## src/rtl/free_reg_list_pkg.sv

```systemverilog
// Shared processor parameters used by the rename free list.
package free_reg_list_pkg;

    // Free-list geometry and physical register address width.
    localparam int FRL_DEPTH_DEF  = 32;
    localparam int PHY_ADDR_W_DEF = 6;

    // ROB pointer width and number of architectural registers.
    localparam int ROB_PTR_W      = 5;
    localparam int ARCH_REG_CNT   = 32;

    // Physical register held by free-list slot idx after reset.
    // The first ARCH_REG_CNT physical registers back the architectural
    // state, so the free list starts just above them.
    function automatic int resetPhyAddr(input int idx);
        return ARCH_REG_CNT + idx;
    endfunction

endpackage

```

## src/rtl/free_reg_list.sv

```systemverilog
// Rename free list: a circular FIFO of free physical register addresses.
// Dispatch pops from the head and commit pushes released registers at the
// tail. On a branch flush, head rolls back to a checkpoint so that registers
// allocated on the wrong path are reclaimed in their original order.
module free_reg_list
    import free_reg_list_pkg::*;
#(
    parameter int FRL_DEPTH  = FRL_DEPTH_DEF,
    parameter int PHY_ADDR_W = PHY_ADDR_W_DEF,
    localparam int PTR_W     = $clog2(FRL_DEPTH),
    localparam int CNT_W     = PTR_W + 1
) (
    input  logic                  clk,
    input  logic                  resetb,
    input  logic                  Dis_FrlRead,
    output logic [PHY_ADDR_W-1:0] Frl_RdPhyAddr,
    output logic                  Frl_Empty,
    input  logic                  Rob_Commit,
    input  logic                  Rob_CommitRegWrite,
    input  logic [PHY_ADDR_W-1:0] Rob_CommitPrePhyAddr,
    output logic [PTR_W-1:0]      Frl_HeadPtr,
    input  logic                  Cdb_Flush,
    input  logic [PTR_W-1:0]      Cfc_FrlHeadPtr,
    output logic [CNT_W-1:0]      Frl_Count
);

    logic [PHY_ADDR_W-1:0] entries [FRL_DEPTH];
    logic [PTR_W-1:0]      head;
    logic [PTR_W-1:0]      tail;
    logic [CNT_W-1:0]      count;

    logic                  full;
    logic                  popEn;
    logic                  pushReq;
    logic                  pushEn;
    logic [PTR_W-1:0]      restoreDist;

    // Head entry is read without latency so dispatch can rename this cycle.
    assign Frl_RdPhyAddr = entries[head];
    assign Frl_HeadPtr   = head;
    assign Frl_Count     = count;
    assign Frl_Empty     = (count == '0);
    assign full          = (count == CNT_W'(FRL_DEPTH));

    // A flush cancels dispatch, so no pop can happen in a flush cycle.
    assign popEn   = Dis_FrlRead & ~Frl_Empty & ~Cdb_Flush;
    assign pushReq = Rob_Commit & Rob_CommitRegWrite;
    // A push into a full list is accepted only when a pop frees a slot in
    // the same cycle; otherwise it would overwrite a live entry.
    assign pushEn  = pushReq & (~full | popEn);

    // Entries popped since the checkpoint; wraps naturally modulo depth.
    // A distance of zero means nothing was allocated after the branch.
    assign restoreDist = head - Cfc_FrlHeadPtr;

    // Pointer, count and entry array update with asynchronous reset.
    always_ff @(posedge clk or negedge resetb) begin
        if (!resetb) begin
            head  <= '0;
            tail  <= '0;
            count <= CNT_W'(FRL_DEPTH);
            for (int i = 0; i < FRL_DEPTH; i++) begin
                entries[i] <= PHY_ADDR_W'(resetPhyAddr(i));
            end
        end else begin
            if (pushEn) begin
                entries[tail] <= Rob_CommitPrePhyAddr;
                tail          <= tail + 1'b1;
            end
            if (Cdb_Flush) begin
                // Entries between the checkpoint and the old head are left
                // untouched, so rolling head back re-exposes them in order.
                head  <= Cfc_FrlHeadPtr;
                count <= count + {1'b0, restoreDist} + CNT_W'(pushEn);
            end else begin
                if (popEn) begin
                    head <= head + 1'b1;
                end
                count <= count + CNT_W'(pushEn) - CNT_W'(popEn);
            end
        end
    end

endmodule

```

## config.mk

```make
export PLATFORM = sky130hd
export DESIGN_NAME = free_reg_list
export DESIGN_NICKNAME = d
export VERILOG_FILES = /design/src/rtl/free_reg_list_pkg.sv /design/src/rtl/free_reg_list.sv
export SDC_FILE = /design/constraint.sdc
export NUM_CORES = 1
export LEC_CHECK = 0
export CORE_MARGIN = 2
export CORE_UTILIZATION = 62
export DETAILED_ROUTE_END_ITERATION = 8
export PLACE_DENSITY = 0.86
export SLEW_MARGIN = 20
export SYNTH_ARGS = -nofsm -noshare
export SYNTH_HDL_FRONTEND = slang
export SYNTH_SLANG_ARGS = --single-unit
```

## constraint.sdc

```tcl
create_clock -name clk -period 4.3 [get_ports clk]
set_clock_uncertainty 0.2 [all_clocks]
set_input_delay 0.43 -clock clk [delete_from_list [all_inputs] [get_ports clk]]
set_output_delay 0.43 -clock clk [all_outputs]
set_load 0.02 [all_outputs]
```

==> run metrics <==
Hold Crit Class flop to flop; Final Hold Viols 0; switching share of power 30.3%; Antenna Nets Post-Route 0; Final setup viols 0; drt total wl 22700 µm; GRT Overall Usage 26.8%; most used cell, CP a21oi_1; Setup WS pre-CTS about 0.74 ns; FFs w/ async S/R, synth 100%; H-tree depth 1; flops & latches, synth 208; Worst-path clk slew ~0.060 ns; final slew viol count 0; cts repair resizes 0; Slowest cell on crit path dfrtp_2; pin count of the biggest net entering global routing 92; total core area 16400 µm²; final cycle utilization of the critical path 97.5%; Net Sw Power 2.18 mW; Worst-Margin Slew 0.919 ns; Syn Nets 765; area grow syn2layout 11.9%; most common cell after layout, fill and taps aside mux2_2; grt total ovfl 0; I/O Pins 35; Crit path required time 3.67 ns; Startpoint Class flop; DRT iter0 DRCs 404; Buf/Inv on CP 1; share of cells above drive strength 1 50.9%; vias per cell 6.35; Flop pwr share between 40% and 50%; die height 133 µm; vias in the first global route 6703; register area ~5400 µm²; synthesized cell area 10300 µm²; drt wl/cell roughly 23 µm; worst skew pair latency ~0.51 ns; final net count 791; setup TNS 0 ns; critical path class flop to primary output; P per Cell Area 626 nW/µm²; Distinct cells, synth between 40 and 50; detailed-route via count 6248; IR Drop Worst-Case VDD between 0.0003 and 0.0004 V; Main synth FF type dfstp_2; Die Width approximately 130 µm; CP Capture Type primary output; fin util 70.3%; Detailed Place HPWL approximately 15000 µm; post-synthesis sequential area ratio 51.9%; status finished clean; Max Root-Sink Buffers 3; largest stage delay on the critical path 0.88 ns; CTS Root Cell clkbuf_16; Num Clock Sinks between 200 and 250; Final Power 7.22 mW; combinational power share between 20 and 30%; Pleak 5.01 nW; Synthesis Warnings 0; Initial Util 62.8%; FMAX 0.239 GHz; die area 17700 µm²; # rows 47; Top delay family on crit path compound AO/OA/AOI/OAI gates; multi-input logic area 4680 µm²; crit-path cells nand3_1, o221ai_1, a21oi_1, a21oi_1, clkdlybuf4s50_1; n_diodes 0; clock share of power 26.0%; clock period minus worst slack 4.19 ns; fillers around 1100; routability congestion estimate 0.868; final routed DRC violation total 0; unrepaired setup endpoints after global routing no; reg2reg setup slack around 0.84 ns; Synth Instances 722; Slew headroom about two fifths; first-pass GRT wire length 37000 µm; Num CTS Buffers 22; final worst slack 0.109 ns; Synth Area per Inst 14.3 µm²; most frequent cells in the layout mux2_2, dfstp_2, dfrtp_1; cell-internal power 5.03 mW; Max Cap Viol 0; worst-path fanout max 29; Critical Path AT 3.56 ns; Pre-antenna DRT Iters 4; Post-synth EDFFs 0; port bufs 34; initial antenna violation count 0; TritonCTS clock tree yes
[cell type report]
| class | count | area share [%] |
|---|---|---|
| multi-input combinational | 450 | 40.6 |
| clock inverter | 5 | 0.532 |
| timing repair buffer | 46 | 3.68 |
| inverter | 20 | 0.651 |
| tap | 220 | 2.39 |
| clock buffer | 35 | 5.72 |
| sequential | 208 | 46.4 |
[power by group through the flow]
stage	sequential, mW	clock, mW	combinational [mW]
detailed placement	3.22	0	2.10
finish	3.21	1.88	2.13
global placement	3.16	0	1.99
CTS	3.20	1.89	2.13
global route	3.28	1.98	2.30
floorplan	3.04	0	1.62
[path summary, 6_finish.rpt]
kind	depth (start not counted)	endpoint	start
max	5	Frl_RdPhyAddr[4]	Frl_HeadPtr[1]$_DFFE_PN0P_
min	1	entries[112]$_DFFE_PN0P_	entries[112]$_DFFE_PN0P_
max in group asynchronous	3	entries[73]$_DFFE_PN1P_	resetb
max reg2reg	15	Frl_Count[4]$_DFF_PN0_	Frl_Count[5]$_DFF_PN1_
min reg2reg	1	entries[112]$_DFFE_PN0P_	entries[112]$_DFFE_PN0P_
min in group asynchronous	2	entries[190]$_DFFE_PN0P_	resetb
[kinds of logic after synthesis]
kind of cell    after synthesis  synth area share [%]
xor+xnor                     17                  1.45
simple gates                 82                  4.03
flops                       208                  51.9
compound gates               69                  4.65
mux                         256                  31.9
buf+inv                      64                  2.64
fa+ha+maj                    26                  3.45
[flip-flops by register name, summed over array words and instances, names as in the netlist]
signal,count
tail,5
Frl_Count,6
entries,192
Frl_HeadPtr,5
[Yosys cell counts, types with 2 or more instances]
cell type | count | area (µm²)
nor2b_1 | 4 | 25.0
a21oi_1 | 15 | 75.1
xnor2_1 | 12 | 105
a21o_1 | 5 | 37.5
fa_1 | 4 | 80.1
nor2_4 | 4 | 45.0
buf_4 | 6 | 45.0
xor2_1 | 5 | 43.8
dfstp_2 | 113 | 2970
o22ai_1 | 5 | 31.3
mux2i_1 | 24 | 240
a31oi_1 | 2 | 12.5
nor3_1 | 4 | 20.0
nand4_1 | 3 | 18.8
mux2_1 | 15 | 169
a22oi_1 | 6 | 45.0
o221ai_1 | 6 | 52.6
ha_1 | 22 | 275
nand2_1 | 48 | 180
dfrtp_1 | 95 | 2380
and3b_1 | 2 | 17.5
a22o_1 | 5 | 43.8
a211oi_1 | 11 | 82.6
buf_1 | 3 | 11.3
o21ai_0 | 9 | 45.0
clkbuf_1 | 33 | 124
nor2_1 | 6 | 22.5
mux2_2 | 179 | 2020
mux4_2 | 38 | 856
inv_1 | 20 | 75.1
nor3b_1 | 4 | 30.0
[per-stage QoR]
stage	hold slack [ns]	area (µm²)	instances
2_1_floorplan	-0.0656	10300	722
3_3_place_gp	0.268	10800	943
3_5_place_dp	0.283	10800	943
4_1_cts	0.300	11600	984
5_1_grt	0.305	11500	984
6_report	0.297	11500	984
[layer usage]
metal	global-route usage, %	vias up	share of wire [%]
li1	-	2709	-
met1	36.3	3292	42
met2	44.9	189	49
met3	4.21	58	5.3
met4	8.78	0	3.2
met5	0	-	0
[repair_timing]
action,4_1_cts,5_1_grt
setup buffers,0,0
setup endpoints to repair,0,0
endpoints found under the hold margin,43,0
hold buffers,1,0
(Power assumes the default switching activity.)
